File: src/rtl/fpu_bus_if.sv
// Byte-wide CPU bus front end for the fpu core: operand/op registers, command FSM,
// timeout supervision and result capture. Optional interrupt enabled by FPU_BUS_IRQ_EN.
module fpu_bus_if #(
    parameter int unsigned TIMEOUT_CYCLES = 1024,
    parameter int unsigned OP_W           = 4
) (
    input  logic            clk,
    input  logic            arst,
    input  logic            cs,
    input  logic            wr,
    input  logic            rd,
    input  logic [3:0]      addr,
    input  logic [7:0]      wdata,
    output logic [7:0]      rdata,
    output logic            irq,
    output logic            fpu_start,
    output logic [31:0]     fpu_a_operand,
    output logic [31:0]     fpu_b_operand,
    output logic [OP_W-1:0] fpu_operation,
    input  logic [31:0]     fpu_result,
    input  logic            fpu_cmd_end,
    input  logic            fpu_busy
);

    typedef enum logic [1:0] {IDLE, ISSUE, WAIT, DONE} state_t;

    localparam int unsigned CNT_W = (TIMEOUT_CYCLES > 1) ? $clog2(TIMEOUT_CYCLES) : 1;
    localparam logic [CNT_W-1:0] CNT_LAST = CNT_W'((TIMEOUT_CYCLES == 0) ? 0 : TIMEOUT_CYCLES - 1);

    state_t            state;
    state_t            state_nxt;
    logic [CNT_W-1:0]  wait_cnt;
    logic [31:0]       a_reg;
    logic [31:0]       b_reg;
    logic [OP_W-1:0]   op_reg;
    logic [31:0]       result_reg;
    logic              done;
    logic              err_timeout;
    logic              err_wr_busy;
    logic              done_nxt;
    logic              err_timeout_nxt;
    logic              err_wr_busy_nxt;
    logic              status_irq;
    logic [7:0]        status;
    logic [7:0]        rd_mux;

    logic wr_en;
    logic rd_en;
    logic ctrl_wr;
    logic go_wr;
    logic clr_wr;
    logic reg_wr;
    logic busy;
    logic go_accept;
    logic wr_reject;
    logic timeout_hit;

    assign wr_en       = cs & wr;
    assign rd_en       = cs & rd;
    assign ctrl_wr     = wr_en && (addr == 4'h9);
    assign go_wr       = ctrl_wr && wdata[0];
    assign clr_wr      = ctrl_wr && wdata[1];
    assign reg_wr      = wr_en && (addr <= 4'h8);
    assign busy        = (state != IDLE);
    assign go_accept   = go_wr && !busy && !fpu_busy;
    assign wr_reject   = (reg_wr && busy) || (go_wr && (busy || fpu_busy));
    assign timeout_hit = (TIMEOUT_CYCLES != 0) && (wait_cnt == CNT_LAST);

    assign fpu_a_operand = a_reg;
    assign fpu_b_operand = b_reg;
    assign fpu_operation = op_reg;

    always_comb begin
        state_nxt = state;
        fpu_start = 1'b0;
        case (state)
            IDLE:    if (go_accept) state_nxt = ISSUE;
            ISSUE: begin
                fpu_start = 1'b1;
                state_nxt = WAIT;
            end
            WAIT: begin
                fpu_start = 1'b1;
                if (fpu_cmd_end || timeout_hit) state_nxt = DONE;
            end
            DONE:    state_nxt = IDLE;
            default: state_nxt = IDLE;
        endcase
    end

    // Clears (CLR or accepted GO) apply first so later sets in the same cycle win.
    always_comb begin
        done_nxt        = done;
        err_timeout_nxt = err_timeout;
        err_wr_busy_nxt = err_wr_busy;
        if (clr_wr || go_accept) begin
            done_nxt        = 1'b0;
            err_timeout_nxt = 1'b0;
            err_wr_busy_nxt = 1'b0;
        end
        if (wr_reject) err_wr_busy_nxt = 1'b1;
        if ((state == WAIT) && !fpu_cmd_end && timeout_hit) err_timeout_nxt = 1'b1;
        if (state == DONE) done_nxt = 1'b1;
    end

    always_ff @(posedge clk) begin
        if (arst) begin
            state       <= IDLE;
            wait_cnt    <= '0;
            a_reg       <= '0;
            b_reg       <= '0;
            op_reg      <= '0;
            result_reg  <= '0;
            done        <= 1'b0;
            err_timeout <= 1'b0;
            err_wr_busy <= 1'b0;
        end else begin
            state       <= state_nxt;
            done        <= done_nxt;
            err_timeout <= err_timeout_nxt;
            err_wr_busy <= err_wr_busy_nxt;
            wait_cnt    <= (state == WAIT) ? wait_cnt + 1'b1 : '0;
            if (reg_wr && !busy) begin
                case (addr)
                    4'h0, 4'h1, 4'h2, 4'h3: a_reg[{addr[1:0], 3'b000} +: 8] <= wdata;
                    4'h4, 4'h5, 4'h6, 4'h7: b_reg[{addr[1:0], 3'b000} +: 8] <= wdata;
                    default:                op_reg <= wdata[OP_W-1:0];
                endcase
            end
            if ((state == WAIT) && fpu_cmd_end) result_reg <= fpu_result;
        end
    end

`ifdef FPU_BUS_IRQ_EN
    logic irq_pend;
    logic ien;
    logic irq_pend_nxt;
    logic ien_nxt;

    // irq is registered from next-state values so it rises on the edge leaving DONE.
    always_comb begin
        irq_pend_nxt = irq_pend;
        ien_nxt      = ctrl_wr ? wdata[2] : ien;
        if (clr_wr) irq_pend_nxt = 1'b0;
        if (state == DONE) irq_pend_nxt = 1'b1;
    end

    always_ff @(posedge clk) begin
        if (arst) begin
            irq_pend <= 1'b0;
            ien      <= 1'b0;
            irq      <= 1'b0;
        end else begin
            irq_pend <= irq_pend_nxt;
            ien      <= ien_nxt;
            irq      <= irq_pend_nxt & ien_nxt;
        end
    end

    assign status_irq = irq_pend;
`else
    assign irq        = 1'b0;
    assign status_irq = 1'b0;
`endif

    assign status = {3'b000, status_irq, err_wr_busy, err_timeout, done, busy};

    always_comb begin
        rd_mux = 8'h00;
        case (addr)
            4'h0:    rd_mux = a_reg[7:0];
            4'h1:    rd_mux = a_reg[15:8];
            4'h2:    rd_mux = a_reg[23:16];
            4'h3:    rd_mux = a_reg[31:24];
            4'h4:    rd_mux = b_reg[7:0];
            4'h5:    rd_mux = b_reg[15:8];
            4'h6:    rd_mux = b_reg[23:16];
            4'h7:    rd_mux = b_reg[31:24];
            4'h8:    rd_mux = 8'(op_reg);
            4'hA:    rd_mux = status;
            4'hC:    rd_mux = result_reg[7:0];
            4'hD:    rd_mux = result_reg[15:8];
            4'hE:    rd_mux = result_reg[23:16];
            4'hF:    rd_mux = result_reg[31:24];
            default: rd_mux = 8'h00;
        endcase
    end

    always_ff @(posedge clk) begin
        if (arst) begin
            rdata <= 8'h00;
        end else if (rd_en) begin
            rdata <= rd_mux;
        end
    end

endmodule

File: config.mk
export PLATFORM = sky130hd
export DESIGN_NAME = fpu_bus_if
export DESIGN_NICKNAME = d
export VERILOG_FILES = /design/src/rtl/fpu_bus_if.sv
export SDC_FILE = /design/constraint.sdc
export NUM_CORES = 1
export LEC_CHECK = 0
export ABC_AREA = 1
export CAP_MARGIN = 0
export CORE_MARGIN = 10
export CORE_UTILIZATION = 50
export CTS_BUF_LIST = sky130_fd_sc_hd__clkbuf_8
export DETAILED_ROUTE_END_ITERATION = 6
export DONT_BUFFER_PORTS = 1
export GPL_TIMING_DRIVEN = 0
export PLACE_DENSITY = 0.61
export SLEW_MARGIN = 20
export SYNTH_ARGS = -nofsm -noshare
export SYNTH_HDL_FRONTEND = slang
export SYNTH_SLANG_ARGS = --single-unit
File: constraint.sdc
create_clock -name clk -period 2.75 [get_ports clk]
set_input_delay 0.55 -clock clk [delete_from_list [all_inputs] [get_ports clk]]
set_output_delay 0.55 -clock clk [all_outputs]
set_load 0.005 [all_outputs]
; Word level (Yosys, flattened, before mapping)
; Index checks and enable logic that the tools add are counted.
[classes]
bitwise_logic = 4
shifts = 2
n_eq_ne = 20
add_sub_neg = 2
magnitude_cmp = 1
muxes = 11
reduce_logical = 34
[op_table]
columns = operator, count
row1 = one-hot mux 8 bit (14 select lines), 1
row2 = bitwise mux 32 bit, 2
row3 = "variable shift 8 x 7 -> 32 bit, first input constant", 1
row4 = variable part select 8 x 7 -> 32 bit, 1
row5 = "equality test 4 bit, second input constant", 7
row6 = "equality test 4 x 3 -> 1 bit, second input constant", 4
row7 = logical AND 1 bit, 12
row8 = "adder 10 x 1 -> 10 bit, second input constant", 1
row9 = "equality test 10 bit, second input constant", 1
row10 = "equality test 4 x 2 -> 1 bit, second input constant", 2
row11 = one-hot mux 2 bit (4 select lines), 1
row12 = AND reduction 2 bit, 4
row13 = nonzero test 2 bit, 4
row14 = OR reduction 4 bit, 2
row15 = OR reduction 8 bit, 1
row16 = negator 5 -> 7 bit, 1
row17 = two-way mux 1 bit, 5
row18 = "equality test 2 bit, second input constant", 2
row19 = "equality test 4 x 1 -> 1 bit, second input constant", 1
row20 = "<= comparator 4 bit, second input constant", 1
row21 = zero test 4 bit, 1
row22 = logical OR 1 bit, 4
row23 = two-way mux 2 bit, 2
row24 = "!= test 2 bit, second input constant", 2
row25 = 6 further kinds, 11
[totals]
regBits = 123
out_inout_bits = 78
inputBits = 51

; Depth between registers and ports, before layout
; Gate-level depths: netlist (run 1).
[logic_depth]
ltp_word = 8
depth_mapped = 13
mapped_depth_nobuf = 10

; Worst setup path after synthesis (run 1)
; No wires, ideal clock.
[synth_timing]
path_kind = input to register
from = input port addr[0]
to = register op_reg[0], in the netlist fpu_operation[0]
setup_slack_ns = 0.515
arrival_ns = 2.120
cell_stages = 13
path_cell_list = clkbuf_1 > inv_1 > ha_1 > buf_4 > inv_2 > nor2_2 > nor2_2 > nand2_4 > buf_8 > nor2_4 > nand3_1 > nand2_1 > nor2_1
[synth_via]
elab_chain_len = 4
[synth_lines]
columns = item, line_no
row1 = from (decl), 12  ; input logic [3:0] addr,
row2 = <= comparator 4 bit (tied with other cells), 63  ; assign reg_wr = wr_en && (addr <= 4'h8);
row3 = logical AND 1 bit / OR reduction 8 bit (equally long branches), -
row4 = logical AND 1 bit / inverter 1 bit (equally long branches), -
row5 = AND reduction 2 bit (no line) (*), -
row6 = to (signal assigned), 127  ; default: op_reg <= wdata[OP_W-1:0];
row7 = to (decl), 35  ; logic [OP_W-1:0] op_reg;
; Every way passes the cells marked *; elsewhere a longest branch is shown, timed or not.
; A chain may end at the register's enable or synchronous reset.

; Final worst setup path (run 1)
[layout_timing]
from = input port addr[0]
to = register b_reg[18], in the netlist fpu_b_operand[18]
[layout_via]
elab_chain_len = 4
[layout_lines]
columns = item, line_no
row1 = branches (longest 4 deep; another with negator 5 -> 7 bit), -
row2 = "to (signal, indexed assignment)", 126  ; 4'h4, 4'h5, 4'h6, 4'h7: b_reg[{addr[1:0], 3'b000} +: 8] <= wdata;
row3 = to (decl), 34  ; logic [31:0] b_reg;
; Parallel ways; which one is timed is not known.

==> results by group, run 1 <==
Outcome
  – Status: finished, final reports clean

Clocking
  – CTS Hold Bufs: 0
  – Post-CTS Setup Inserts: 0
  – Cts bufs inserted: 17
  – CTS Buffer Depth: 2
  – Clock latency on the worst-skew pair: between 0.4 and 0.5 ns
  – CTS tree: done
  – H-tree depth: 4
  – Root Buffer: clkbuf_8
  – # clock sinks: 123
  – Clk slew on worst S/H paths: 0.07 ns
  – Post-CTS resize count: 0

Yosys
  – Area leader, netlist: dfxtp_1
  – Syn nets: about 1,100
  – Yosys top cell area share: a little under two fifths
  – Synth Area per Inst: 6.572 um^2
  – Sequential area share after synthesis: approximately 37%
  – Synth Register Bits: around 120
  – Ys Warns: 0
  – Netlist cell types: 33
  – Cells after synthesis: between 1,000 and 1,500
  – Top post-synthesis cells by area: dfxtp_1, nand2_1, nor2_1
  – Post-Syn Area: approximately 6600 um^2

Floorplan
  – I/O pins: approximately 130
  – Die area: 18,210 um^2
  – Die X: 134.9 um
  – Core box area: roughly 13,000 um^2
  – Die H: 134.9 um
  – Starting Density: 51.71%
  – Std cell rows: 41

Global routing
  – First-pass GRT wire length: 35.44 mm
  – Congestion Overflow GR: 0
  – Largest net degree at the start of global routing: 17
  – GR Util All Layers: 25.45%
  – Vias in the first global route: 6,184
  – Initial antenna violation count: 0

Routing
  – Detail Route Antenna Nets: 0
  – Vias after detailed routing: around 6,500
  – Max Used Layer: met4
  – TritonRoute pass-1 iters: 5
  – Routed WL per cell: 19.33 um
  – Met1 wire length: slightly below 10 mm
  – Initial DRC Count: between 600 and 700
  – Via/cell ratio: between 5 and 6
  – Wire length on met2: ~10 mm
  – Metal3 WL: about 2.8 mm
  – Drc violations: 0
  – Final WL: roughly 23 mm

Setup path
  – Worst Reg-to-Reg Cells: 7
  – Crit path max-delay family: buffers and inverters
  – Slowest CP cell: nor2_1
  – Worst Path Arrival: 2.73 ns
  – Worst Path Required: between 3 and 4 ns
  – Crit-path cells: clkbuf_1, inv_1, ha_1, buf_2, inv_1, nor2_1, nand2_1, inv_1, nand4_1, a21oi_1
  – R2r setup slk: about 0.9 ns
  – Worst path max stage delay: 0.58 ns
  – RR Startpoint: state[0]
  – Setup crit end kind: register
  – Critical path buffer and inverter count: 5
  – Crit path top cell by count: inv_1
  – Capturing point of the worst reg2reg path: result_reg[7]
  – Critical path class: in -> reg
  – Crit start category: input port
  – Maximum fanout along the worst path: 10

Timing
  – Tcrit/Tclk final: about 85%
  – Final Skew: around 0.011 ns
  – F_max: about 0.43 GHz
  – Worst hold margin: 0.2453 ns
  – Setup ws final: 0.4002 ns
  – Rel. slew slack: a little under half
  – Fin Setup TNS: 0 ns
  – Final Hold Vio Count: 0
  – Unrepaired setup endpoints after global routing: no
  – Max Slew Vio Count: 0
  – Worst-margin pin slew: 0.7892 ns
  – Post-route minimum period: 2.350 ns
  – Final setup violation count: 0

Cells and area
  – # nets final: approximately 1,100
  – Util after Layout: between 50% and 60%
  – Most frequent cells in the layout: nand2_1, nor2_1, inv_1
  – P&R area growth vs syn: 9.471%
  – Ant. Diodes: 0
  – Share of cells above drive strength 1: approximately 8.6%
  – Most common cell after layout, fill and taps aside: nand2_1

Power
  – Leak: around 3.1 nW
  – Pwr Density: between 500 and 600 nW/um^2
  – Worst VDD drop: roughly 0.45 mV

Min path
  – Worst hold path class: in -> reg
  – HP Start: wdata[5]
  – Min-Delay Path Depth: 2
  – Hold Crit Endpoint: fpu_b_operand[5]

Run
  – Maxcap violations: 0

Placement
  – HPWL after DPL: 18.11 mm
  – Pre-CTS setup slack: around 0.015 ns
  – Port Buf Inserts: 0
  – Final GP Congestion: just over 1
cells by family after synthesis:
logic type                 count (synthesis)  share of synthesized area, %
other                                      1                       0.05677
adders and majority gates                 10                         1.894
AOI/OAI and AO/OA                        120                         9.169
xor gates and xnor gates                   2                        0.2653
DFF                                      123                         37.28
buffers and inverters                    196                         13.56
and+or+nand+nor                          553                         37.77
cell type report:
cell class | instances | area (um^2)
buffer | 59 | 371.6
tap | 172 | 215.2
sequential | 123 | 2462
clock buffer | 21 | 289.0
clock inverter | 9 | 121.4
inverter | 137 | 524.3
multi-input combinational | 686 | 3247
fill | 1330 | 5543
metrics by stage:
stage | total power, mW | std cells | instance area [um^2]
finish | 4.031 | 1207 | 7231
floorplan | 2.235 | 1005 | 6605
CTS | 4.044 | 1207 | 7231
global route | 4.187 | 1207 | 7231
global placement | 2.366 | 1177 | 6820
detailed placement | 2.366 | 1177 | 6820
where the power goes:
| group | switching [mW] | internal, mW | total, mW | leakage (nW) |
|---|---|---|---|---|
| clock network | 0.721 | 0.973 | 1.69 | 0.220 |
| registers | 0.0268 | 1.82 | 1.85 | 0.991 |
| logic | 0.350 | 0.141 | 0.491 | 1.94 |
synthesized netlist by cell type:
library cell	count
nand3_2	1
nand4_4	1
conb_1	1
or2_2	1
nor2_4	2
xor2_1	1
nor3_1	3
a21oi_1	73
a21oi_2	1
buf_8	3
buf_6	7
a31oi_1	1
nor2_1	156
nand2_4	2
nand3_4	7
buf_4	7
and2_4	1
buf_1	4
dfxtp_1	123
nand2_1	252
nand4_1	73
nor2_2	5
inv_6	2
clkbuf_1	20
buf_2	17
inv_2	2
inv_1	133
ha_1	10
buf_12	1
nand2_2	1
o21ai_0	45
nand3_1	48
xnor2_1	1
worst max-delay path by stage:
stage | from | to | slack, ns | cells past startpoint
6_report | addr[0] | fpu_b_operand[18] | 0.40 | 10
5_1_grt | addr[0] | fpu_b_operand[18] | 0.26 | 10
4_1_cts | addr[0] | fpu_b_operand[18] | 0.48 | 10
3_5_place_dp | addr[0] | fpu_a_operand[27] | 0.02 | 10
3_3_place_gp | addr[0] | fpu_b_operand[18] | -0.01 | 10
2_1_floorplan | addr[0] | fpu_operation[0] | 0.52 | 13
per-layer routing:
layer  GRT usage, %  up-vias
met5              0        -
met4          8.194        0
met3          9.236       44
met2          38.39      289
met1          32.97     2917
li1               -     3228
(Power assumes the default switching activity.)
==> inputs of run 2 (changes only) <==
--- a/config.mk
+++ b/config.mk
@@ -8,12 +8,12 @@
 export ABC_AREA = 1
 export CAP_MARGIN = 0
 export CORE_MARGIN = 10
-export CORE_UTILIZATION = 50
+export CORE_UTILIZATION = 66
 export CTS_BUF_LIST = sky130_fd_sc_hd__clkbuf_8
 export DETAILED_ROUTE_END_ITERATION = 6
 export DONT_BUFFER_PORTS = 1
 export GPL_TIMING_DRIVEN = 0
-export PLACE_DENSITY = 0.61
+export PLACE_DENSITY = 0.78
 export SLEW_MARGIN = 20
 export SYNTH_ARGS = -nofsm -noshare
 export SYNTH_HDL_FRONTEND = slang
==> run 2 against run 1 <==
Compared with the run above: critical path depth is the same; clock skew shrank 0.00060 ns; sequential share of layout area grew 0.32 points; critical path type unchanged; largest power group unchanged.
==> results by group, run 2 (same netlist as run 1, synthesis figures left out) <==
Routing
  – Detail Route Antenna Nets: 0 (unchanged)
  – Final WL: 23.83 mm (+2.1%)
  – TritonRoute pass-1 iters: 5 (unchanged)
  – Initial DRC Count: 987 (+62%)
  – Drc violations: 0 (unchanged)
  – Routed WL per cell: 20.38 um (+5.4%)
  – Via/cell ratio: 5.965 (+11%)
  – Vias after detailed routing: 6,973 (+7.6%)

Cells and area
  – Share of cells above drive strength 1: 8.880% (+0.28 points)
  – # nets final: 1,085 (unchanged)
  – Most common cell after layout, fill and taps aside: nand2_1
  – Ant. Diodes: 0 (unchanged)
  – Most frequent cells in the layout: nand2_1, nor2_1, inv_1
  – P&R area growth vs syn: 8.467%
  – Fillers: 826 (-38%)

Power
  – Pwr Density: 555.7 nW/um^2 (-0.31%)
  – Final Power: 3.981 mW (-1.2%)
  – Worst VDD drop: 0.3790 mV (-16%)
  – Leak: 3.119 nW (-0.90%)

Global routing
  – Met1 Use GR: 36.58% (+3.6 points)
  – First-pass GRT wire length: 35.97 mm (+1.5%)
  – GR Util All Layers: 32.20% (+6.7 points)
  – Largest net degree at the start of global routing: 17 (unchanged)
  – Vias in the first global route: 6,665 (+7.8%)
  – Congestion Overflow GR: 0 (unchanged)
  – Most Crowded Layer GR: met2
  – Met2 Track Usage GR: 49.35% (+11 points)
  – Initial antenna violation count: 0 (unchanged)
  – M3 GR Usage: 15.19% (+6.0 points)

Floorplan
  – Core box area: 9774 um^2 (-23%)
  – Die area: 14,410 um^2 (-21%)
  – Std cell rows: 36 (-12%)
  – Starting Density: 67.58% (+16 points)
  – I/O pins: 129 (unchanged)
  – Die H: 120.0 um (-11%)
  – Die X: 120.0 um (-11%)

Placement
  – Port Buf Inserts: 0 (unchanged)
  – Pre-CTS setup slack: -0.1891 ns (-0.2043 ns)
  – Final GP Congestion: 0.9803 (-2.8%)
  – HPWL after DPL: 18.02 mm (-0.49%)

Setup path
  – Crit-path cells: clkbuf_1, inv_1, ha_1, buf_2, inv_1, nor2_1, nand3_1, nand4_1, nand2_1, nor2_1
  – Critical path class: in -> reg
  – Slowest CP cell: nor2_1
  – Maximum fanout along the worst path: 10 (unchanged)
  – Worst Path Arrival: 2.98 ns (+0.25 ns)
  – Crit start category: input port
  – Worst path max stage delay: 0.72 ns (+0.14 ns)
  – RR Startpoint: state[0]
  – Worst Setup SP: addr[0]
  – Setup crit end kind: register
  – Worst Path Required: 3.13 ns (about the same)

Min path
  – Worst hold path class: in -> reg
  – HP Start: wdata[3]

Timing
  – Final setup violation count: 0 (unchanged)
  – Worst-margin pin slew: 0.9449 ns (+0.1557 ns)
  – Unrepaired setup endpoints after global routing: no
  – Setup ws final: 0.1569 ns (-0.2432 ns)
  – Post-route minimum period: 2.593 ns (+0.2432 ns)
  – Rel. slew slack: 36.78% (-11 points)
  – F_max: 0.3856 GHz (-9.4%)
  – Tcrit/Tclk final: 94.29% (+8.8 points)
  – Final Hold Vio Count: 0 (unchanged)
  – Max Slew Vio Count: 0 (unchanged)
  – Final Skew: 0.01052 ns (-0.0005965 ns)

Clocking
  – Root Buffer: clkbuf_8
  – CTS Hold Bufs: 0 (unchanged)
  – CTS tree: done
  – Cts bufs inserted: 17 (unchanged)
  – Clk slew on worst S/H paths: 0.08 ns (about the same)
  – Clock latency on the worst-skew pair: 0.45 ns (about the same)
  – # clock sinks: 123 (unchanged)
  – CTS Buffer Depth: 2 (unchanged)
  – H-tree depth: 4 (unchanged)
  – Post-CTS resize count: 0 (unchanged)
  – Post-CTS Setup Inserts: 0 (unchanged)

Outcome
  – Status: finished, final reports clean

Run
  – Maxcap violations: 0 (unchanged)
==> run 2: cell count changes in the layout (fill, tap and decap cells not counted), sizes merged <==
cell,before,now
clkbuf,41,38
bufinv,3,2
clkinvlp,0,3
clkinv,4,6
==> run 2: power by group <==
group | switching (mW) | internal, mW
clock network | 0.793 | 0.829
logic | 0.371 | 0.142
registers | 0.0277 | 1.82
==> run 2: critical path: cells and delay by family <==
kind          cells  cell delay [ns]
simple gates      5             1.37
buf+inv           4             0.74
fa+ha+maj         1             0.31
==> run 2: per-stage QoR <==
stage                     hold WS, ns  util, %  cells  setup TNS [ns]  area (um^2)
after floorplan                0.4176        -   1005               0         6605
after global placement         0.4293    69.28   1138         -0.8141         6771
after detailed placement       0.4459    69.28   1138         -0.7412         6771
after CTS                      0.2399    73.30   1169               0         7164
after global routing           0.2511    73.30   1169               0         7164
final                          0.2483    73.30   1169               0         7164
==> run 2: cell type report <==
type                       instances  area [um^2]  share of cell area, %
buffer                            59        371.6                  5.187
clock buffer                      18        247.7                  3.458
clock inverter                    13        145.1                  2.026
inverter                         137        524.3                  7.318
multi-input combinational        686         3247                  45.32
sequential                       123         2462                  34.37
tap                              133        166.4                  2.323
==> run 2: layer usage <==
metal,vias to the layer above,share of wire [%]
met5,-,0
met3,90,15
met2,476,44
met4,0,5.0
li1,3240,-
met1,3167,36
==> run 2: final timing paths <==
| kind | to | slack, ns | cells after the start |
|---|---|---|---|
| worst max-delay path | fpu_b_operand[23] | 0.16 | 10 |
| worst min-delay path | fpu_b_operand[3] | 0.25 | 2 |
| worst max register to register | fpu_a_operand[8] | 0.86 | 8 |
| worst min register to register | result_reg[24] | 0.46 | 2 |
